File: src/rtl/maxmin_divider_seq_if.sv
// Handshake bundle between the max/min extraction stage, the divider and the
// saturation/hue multipliers. The divider is the slave on both sides.
interface maxmin_divider_seq_if #(
  parameter int IN_W   = 8,
  parameter int FRAC_W = 16
);
  localparam int Q_W = IN_W + FRAC_W;

  logic              in_valid;
  logic              in_ready;
  logic [IN_W-1:0]   num;
  logic [IN_W:0]     den;
  logic              mode;
  logic              out_valid;
  logic              out_ready;
  logic [Q_W-1:0]    quot;
  logic              div_zero;

  modport master (
    output in_valid, num, den, mode, out_ready,
    input  in_ready, out_valid, quot, div_zero
  );

  modport slave (
    input  in_valid, num, den, mode, out_ready,
    output in_ready, out_valid, quot, div_zero
  );
endinterface

File: src/rtl/maxmin_divider_seq.sv
// Radix-2 restoring divider computing floor(num * 2^FRAC_W / divisor), where
// the divisor is the MAX+MIN sum or its mirror 2*MAXV - sum. Constant latency
// of Q_W cycles from accept to out_valid.
//
// state  | meaning
// S_IDLE | waiting for operands
// S_DIV  | one restoring step per cycle, Q_W steps total
// S_DONE | result held on the output until out_ready
module maxmin_divider_seq #(
  parameter int IN_W   = 8,
  parameter int FRAC_W = 16
) (
  input  logic                 i_clk,
  input  logic                 i_reset,
  maxmin_divider_seq_if.slave  bus
);
  localparam int Q_W   = IN_W + FRAC_W;
  localparam int CNT_W = $clog2(Q_W);
  localparam logic [IN_W:0]    C_MIRROR = {{IN_W{1'b1}}, 1'b0};
  localparam logic [CNT_W-1:0] C_LAST   = CNT_W'(Q_W - 1);

  typedef enum logic [1:0] {
    S_IDLE = 2'd0,
    S_DIV  = 2'd1,
    S_DONE = 2'd2
  } state_t;

  state_t            r_state;
  state_t            w_state_nxt;
  logic [Q_W-1:0]    r_dvd;
  logic [IN_W:0]     r_divisor;
  logic [IN_W+1:0]   r_rem;
  logic [CNT_W-1:0]  r_cnt;
  logic [Q_W-1:0]    r_quot;
  logic              r_div_zero;

  logic              w_accept;
  logic              w_last;
  logic [IN_W:0]     w_div_eff;
  logic [IN_W+1:0]   w_rem_sh;
  logic [IN_W+1:0]   w_rem_sub;
  logic              w_ge;
  logic [IN_W+1:0]   w_rem_nxt;
  logic [Q_W-1:0]    w_dvd_nxt;

  assign bus.in_ready  = (r_state == S_IDLE) | ((r_state == S_DONE) & bus.out_ready);
  assign bus.out_valid = (r_state == S_DONE);
  assign bus.quot      = r_quot;
  assign bus.div_zero  = r_div_zero;

  assign w_accept = bus.in_valid & bus.in_ready;
  assign w_last   = (r_cnt == C_LAST);

  // Effective divisor; mirror mode clamps to zero instead of wrapping.
  always_comb begin
    w_div_eff = bus.den;
    if (bus.mode) begin
      w_div_eff = (bus.den > C_MIRROR) ? '0 : (C_MIRROR - bus.den);
    end
  end

  // One restoring step. The remainder bit shifted out of the top means the
  // true shifted value exceeds any divisor, so it folds into the compare and
  // the subtract can stay IN_W+2 bits wide (the result is always < divisor).
  always_comb begin
    w_rem_sh  = {r_rem[IN_W:0], r_dvd[Q_W-1]};
    w_rem_sub = w_rem_sh - {1'b0, r_divisor};
    w_ge      = r_rem[IN_W+1] | (w_rem_sh >= {1'b0, r_divisor});
    w_rem_nxt = w_ge ? w_rem_sub : w_rem_sh;
    w_dvd_nxt = {r_dvd[Q_W-2:0], w_ge};
  end

  // State register.
  always_ff @(posedge i_clk) begin
    if (i_reset) r_state <= S_IDLE;
    else         r_state <= w_state_nxt;
  end

  // Next-state decode.
  always_comb begin
    w_state_nxt = r_state;
    case (r_state)
      S_IDLE:  if (w_accept) w_state_nxt = S_DIV;
      S_DIV:   if (w_last)   w_state_nxt = S_DONE;
      S_DONE:  if (bus.out_ready) w_state_nxt = bus.in_valid ? S_DIV : S_IDLE;
      default: w_state_nxt = S_IDLE;
    endcase
  end

  // Operand capture, iteration datapath and result register.
  always_ff @(posedge i_clk) begin
    if (i_reset) begin
      r_dvd      <= '0;
      r_divisor  <= '0;
      r_rem      <= '0;
      r_cnt      <= '0;
      r_quot     <= '0;
      r_div_zero <= 1'b0;
    end else if (w_accept) begin
      r_dvd      <= {bus.num, {FRAC_W{1'b0}}};
      r_divisor  <= w_div_eff;
      r_rem      <= '0;
      r_cnt      <= '0;
    end else if (r_state == S_DIV) begin
      r_dvd <= w_dvd_nxt;
      r_rem <= w_rem_nxt;
      r_cnt <= r_cnt + CNT_W'(1);
      if (w_last) begin
        // A zero divisor still runs every step so latency is constant.
        if (r_divisor == '0) begin
          r_quot     <= '0;
          r_div_zero <= 1'b1;
        end else begin
          r_quot     <= w_dvd_nxt;
          r_div_zero <= 1'b0;
        end
      end
    end
  end
endmodule

File: src/flat_wrapper.sv
// flat-port wrapper written by rule: the top's interface ports become plain ports
module maxmin_divider_seq_flat 
#(
  parameter int IN_W   = 8,
  parameter int FRAC_W = 16
)
  (i_clk, i_reset, bus_in_valid, bus_num, bus_den, bus_mode, bus_out_ready, bus_in_ready, bus_out_valid, bus_quot, bus_div_zero);
  maxmin_divider_seq_if #(.IN_W(IN_W), .FRAC_W(FRAC_W)) bus_i ();
  input  logic i_clk;
  input  logic i_reset;
  input wire logic [$bits(bus_i.in_valid)-1:0] bus_in_valid;
  input wire logic [$bits(bus_i.num)-1:0] bus_num;
  input wire logic [$bits(bus_i.den)-1:0] bus_den;
  input wire logic [$bits(bus_i.mode)-1:0] bus_mode;
  input wire logic [$bits(bus_i.out_ready)-1:0] bus_out_ready;
  output wire logic [$bits(bus_i.in_ready)-1:0] bus_in_ready;
  output wire logic [$bits(bus_i.out_valid)-1:0] bus_out_valid;
  output wire logic [$bits(bus_i.quot)-1:0] bus_quot;
  output wire logic [$bits(bus_i.div_zero)-1:0] bus_div_zero;
  assign bus_i.in_valid = bus_in_valid;
  assign bus_i.num = bus_num;
  assign bus_i.den = bus_den;
  assign bus_i.mode = bus_mode;
  assign bus_i.out_ready = bus_out_ready;
  assign bus_in_ready = bus_i.in_ready;
  assign bus_out_valid = bus_i.out_valid;
  assign bus_quot = bus_i.quot;
  assign bus_div_zero = bus_i.div_zero;
  maxmin_divider_seq #(.IN_W(IN_W), .FRAC_W(FRAC_W)) u_core (.i_clk(i_clk), .i_reset(i_reset), .bus(bus_i));
endmodule
File: config.mk
export PLATFORM = sky130hd
export DESIGN_NAME = maxmin_divider_seq_flat
export DESIGN_NICKNAME = d
export VERILOG_FILES = /design/src/rtl/maxmin_divider_seq_if.sv /design/src/rtl/maxmin_divider_seq.sv /design/src/flat_wrapper.sv
export SDC_FILE = /design/constraint.sdc
export NUM_CORES = 1
export LEC_CHECK = 0
export CORE_ASPECT_RATIO = 1.75
export CORE_MARGIN = 8
export CORE_UTILIZATION = 55
export CTS_BUF_LIST = sky130_fd_sc_hd__clkbuf_2
export DETAILED_ROUTE_END_ITERATION = 12
export PLACE_DENSITY = 0.92
export SLEW_MARGIN = 10
export SYNTH_ARGS = -nofsm -noshare
export SYNTH_HDL_FRONTEND = slang
export SYNTH_SLANG_ARGS = --single-unit
File: constraint.sdc
create_clock -name i_clk -period 4.2 [get_ports i_clk]
set_clock_uncertainty 0.2 [all_clocks]
set_input_delay 1.05 -clock i_clk [delete_from_list [all_inputs] [get_ports i_clk]]
set_output_delay 1.05 -clock i_clk [all_outputs]
set_load 0.01 [all_outputs]
== Yosys cells after proc, flatten, opt, wreduce, memory -nomap -nowiden ==
Index checks and enable logic that the tools add are counted.

* Input bits: 22
* Word-level logic and storage cells: 42
* Register bits: 75

* Add/subtract/negate cells: 3
* Reductions and logical operators: 6
* Equal/unequal tests: 6
* Magnitude comparators: 2
* Bitwise operators: 5
* Mux-type cells: 12

{| class="wikitable"
|+ Operators by type and width
! kind !! count
|-
| two-way mux 24 bit || 3
|-
| two-way mux 9 bit || 2
|-
| greater-or-equal comparator 10 x 9 -> 1 bit || 1
|-
| two-way mux 10 bit || 1
|-
| subtractor 10 x 9 -> 10 bit || 1
|-
| greater-than comparator 9 bit, second input constant || 1
|-
| logical NOT 9 bit || 1
|-
| subtractor 9 bit, first input constant || 1
|-
| two-way mux 2 bit || 3
|-
| one-hot mux 2 bit (3 select lines) || 1
|-
| AND reduction 3 bit || 2
|-
| adder 5 x 1 -> 5 bit, second input constant || 1
|-
| equality test 5 bit, second input constant || 1
|-
| inequality test 2 x 1 -> 1 bit, second input constant || 2
|-
| AND 1 bit || 2
|-
| equality test 2 x 1 -> 1 bit, second input constant || 1
|-
| equality test 2 bit, second input constant || 1
|-
| logical NOT 2 bit || 1
|-
| two-way mux 1 bit || 2
|-
| inequality test 2 bit, second input constant || 1
|-
| OR 1 bit || 2
|-
| nonzero test 2 bit || 1
|-
| OR reduction 2 bit || 1
|-
| inverter 1 bit || 1
|}

== Depth between registers and ports, before layout ==
* Depth in word-level cells: 6
* Gate-level depth with buffers: 9
* Depth with buffers taken out: 8

== Worst setup path before layout ==
Ideal clock, no wire load.

* Kind: input port to output port
* Start: in bus_out_ready
* End: out bus_in_ready
* Arrival time: 1.316 ns
* Stages: 2
* Path slack: 1.634 ns
* Buffers on the path: 0
* Path through: inv_1 -> a21oi_1

* Word-level cells in the longest chain between the ends: 2

{| class="wikitable"
|+ RTL lines
! what !! RTL line !! source
|-
| from (decl) || flat_wrapper.sv:15 || <nowiki>input wire logic [$bits(bus_i.out_ready)-1:0] bus_out_ready;</nowiki>
|-
| AND 1 bit || maxmin_divider_seq.sv:46 || <nowiki>assign bus.in_ready = (r_state == S_IDLE) | ((r_state == S_DONE) & bus.out_ready);</nowiki>
|-
| OR 1 bit || maxmin_divider_seq.sv:46 ||
|-
| to (decl) || flat_wrapper.sv:16 || <nowiki>output wire logic [$bits(bus_i.in_ready)-1:0] bus_in_ready;</nowiki>
|}

No other way between the ends.

== Worst setup path after layout ==
Same ends and word-level chain as after synthesis.

==> results by group <==
Run status
  – Status: complete, no violations

Die
  – Rows: 39
  – Chip width: 77.7 um
  – I/O Pins: 49
  – Die Ht: 124 um
  – Die Area: 9640 sq um
  – Initial core utilization: 0.565
  – Core area: 6490 sq um

Layout
  – Ratio of cells with drive above 1 in the final layout: 0.149
  – Final net count: 485
  – Area Overhead vs Synth: 14.7%
  – Commonest non-fill, non-tap cell in the layout: dfxtp_1
  – Diode count: 0
  – Final Non-Filler Cells: 537
  – Final instance area: about 4200 sq um
  – Filler cells: 519
  – Most frequent cells in the layout: 75 x dfxtp_1, 58 x nand2_1, 47 x clkdlybuf4s50_1

Critical path
  – Worst path required time: ~3.0 ns
  – Worst path max stage delay: 0.56 ns
  – Reg2Reg Depth: 8
  – R2R setup slack: 1.49 ns
  – Cell Chain, Critical Path: clkdlybuf4s50_1 > inv_1 > a21oi_1 > clkdlybuf4s50_1
  – R2R Path Start: u_core.r_dvd[23]
  – Crit path DAT: approximately 2.3 ns
  – Worst path slowest cell: clkdlybuf4s50_1
  – CP Capture Type: primary output
  – Worst-path fanout max: 3
  – Type of element launching the critical path: primary input
  – Critical path class: in -> out
  – Reg-to-Reg End: u_core.r_rem[7]
  – Worst path most repeated cell: clkdlybuf4s50_1

Yosys
  – Register area share after synthesis: 0.409
  – Ys async rst share: 0
  – Simple-Gate Fraction of Synth Area: 0.183
  – Syn Nets: 446
  – Mapped Area: 3670 sq um
  – Synth Instances: slightly above 400
  – Post-synthesis adder-cell area fraction: 0.0430
  – Post-synth EDFFs: 0
  – Mux cell area share after synthesis: 0.00307
  – Flops & latches, synth: 75
  – Main combinational cell family by area after synthesis: compound AO/OA/AOI/OAI gates
  – Synth unique cells: 56
  – Ys flop type: dfxtp_1
  – Synth Area in Compound Gates: 0.268
  – Syn Area/Cell: approximately 9 sq um
  – YS warnings: 0
  – XOR/XNOR share of the synthesized area: 0.0334

STA
  – Sum of negative setup slack: 0 ns
  – Least-Margin Pin Slew: 0.777 ns
  – Normalized max-slew margin: 0.478
  – Final Cycle Share: 0.836
  – Final setup fails: 0
  – F_max: around 0.28 GHz
  – Tmin final: 3.51 ns
  – Fin. Hold Viols: 0
  – RSZ-0062 raised after global routing: false
  – Slew Viols, Final: 0

Clocking
  – TritonCTS clock tree: yes
  – Worst skew pair latency: roughly 0.50 ns
  – CTS Buffer Depth: 2
  – # clock sinks: 75
  – Clock Pin Slew Worst Setup and Hold Paths: 0.18 ns
  – Post-CTS Setup Bufs: 0
  – CTS H-tree depth: 3
  – Hold bufs inserted after CTS: 0
  – Root Buffer: clkbuf_2
  – CTS resizes: 0
  – Inserted Clock Buffers: 9

Min path
  – Hold wc startpoint: u_core.bus.quot[0]
  – Hold Path Cell Cnt: 2
  – Worst hold path class: reg -> reg
  – Hold endpoint: u_core.bus.quot[0]

Power and ir drop
  – Worst vdd ir: between 0.15 and 0.2 mV
  – Pwr Total: between 1500 and 2000 uW
  – Pwr Density: 377 nW/um^2
  – Lkg Pwr: 0.00148 uW

Global routing
  – Aggregate global-route resource usage: 0.174
  – Largest net degree at the start of global routing: 30
  – First-pass GRT wire length: 13900 um
  – Initial antenna violation count: 0
  – GR Overflow Total: 0
  – Routing usage on met3: 0.0361
  – Most Used Layer, Global Route: met2
  – Met1 usage: 0.167
  – Vias in the first global route: 3135
  – M2 GR Usage: 0.329

Route
  – Residual DRC: 0
  – Vias per inst: 5.85
  – Initial DRC Count: 240
  – Post-route antenna net violation count: 0
  – Post-Route WL: 8260 um
  – Routed WL per cell: about 15 um
  – DRT Pass-1 Iters: 4
  – Via count: 3144

Placement
  – DP HPWL: 6300 um
  – IO buf count: 48
  – # placed instances: roughly 520
  – Area after DPL: 4130 sq um
  – Placer congestion estimate: 0.948

Run
  – Max Cap Viol: 0
metal layers:
metal  vias to the layer above  part of all wire
li1                       1549                 -
met1                      1488              0.38
met2                        85              0.54
met3                        22             0.042
met4                         0             0.039
met5                         -                 0
state kept, by name (all words and copies together), names as in the netlist:
signal               flops
u_core.bus.quot         24
u_core.r_divisor         9
u_core.r_rem            10
u_core.r_dvd            24
u_core.bus.div_zero      1
u_core.r_cnt             5
u_core.r_state           2
report_power, final:
| part | internal [uW] | switching [uW] |
|---|---|---|
| combinational | 194 | 319 |
| sequential | 744 | 26.0 |
| clock | 79.5 | 223 |
cells in the mapped netlist (3+ instances only):
library cell | number | area [sq um]
a21o_1 | 3 | 22.5
nand2_1 | 58 | 218
nand2b_1 | 6 | 37.5
nor3_1 | 5 | 25.0
a22oi_1 | 12 | 90.1
nor2b_1 | 5 | 31.3
inv_1 | 17 | 63.8
a21oi_1 | 34 | 170
nand3_1 | 9 | 45.0
o211ai_1 | 3 | 22.5
a211oi_1 | 4 | 30.0
ha_1 | 11 | 138
nor2_1 | 22 | 82.6
o21ai_0 | 18 | 90.1
clkbuf_1 | 12 | 45.0
o22ai_1 | 8 | 50.1
buf_6 | 3 | 33.8
a32oi_1 | 3 | 26.3
nand4_1 | 3 | 18.8
dfxtp_1 | 75 | 1500
xnor2_1 | 5 | 43.8
a31oi_1 | 3 | 18.8
and3_1 | 3 | 18.8
xor2_1 | 9 | 78.8
buf_2 | 6 | 30.0
a22oi_2 | 19 | 238
nor2_2 | 19 | 119
through the flow:
stage	utilization	worst slack (ns)	hold slack, ns
floorplan	-	1.63	0.236
global route	0.648	0.665	0.295
finish	0.648	0.690	0.264
global placement	0.636	0.716	0.244
detailed placement	0.636	0.682	0.246
CTS	0.648	0.680	0.267
cell families (layout without fill, tap and decap cells):
kind of cell / count (synthesis) / after routing
AO/OA/AOI/OAI: 127 / 127
XOR/XNOR: 14 / 14
adder cells (fa/ha/maj): 12 / 12
buffers and inverters: 42 / 85
flip-flops: 75 / 75
multiplexers: 1 / 1
AND/OR/NAND/NOR: 141 / 141
layout make-up:
| type | count | area, sq um | share of cell area |
|---|---|---|---|
| inverters | 17 | 63.8 | 0.0152 |
| repair buffers | 53 | 513 | 0.122 |
| clock buffers | 12 | 60.1 | 0.0143 |
| well taps | 82 | 103 | 0.0244 |
| multi-input cells | 295 | 1950 | 0.463 |
| flip-flops and latches | 75 | 1500 | 0.357 |
| clock inverters | 3 | 16.3 | 0.00387 |
critical path, delay by kind of cell:
family	cells	cell delay (ns)
compound gates	1	0.15
buf+inv	3	1.06
how the worst max path moves through the flow:
stage	from	end	cells past startpoint
final	bus_out_ready	bus_in_ready	4
after global routing	bus_out_ready	bus_in_ready	4
after CTS	bus_out_ready	bus_in_ready	4
after detailed placement	bus_out_ready	bus_in_ready	4
after global placement	bus_out_ready	bus_in_ready	4
after floorplan	bus_out_ready	bus_in_ready	2
Note: power is estimated with default switching activity, not from simulation.
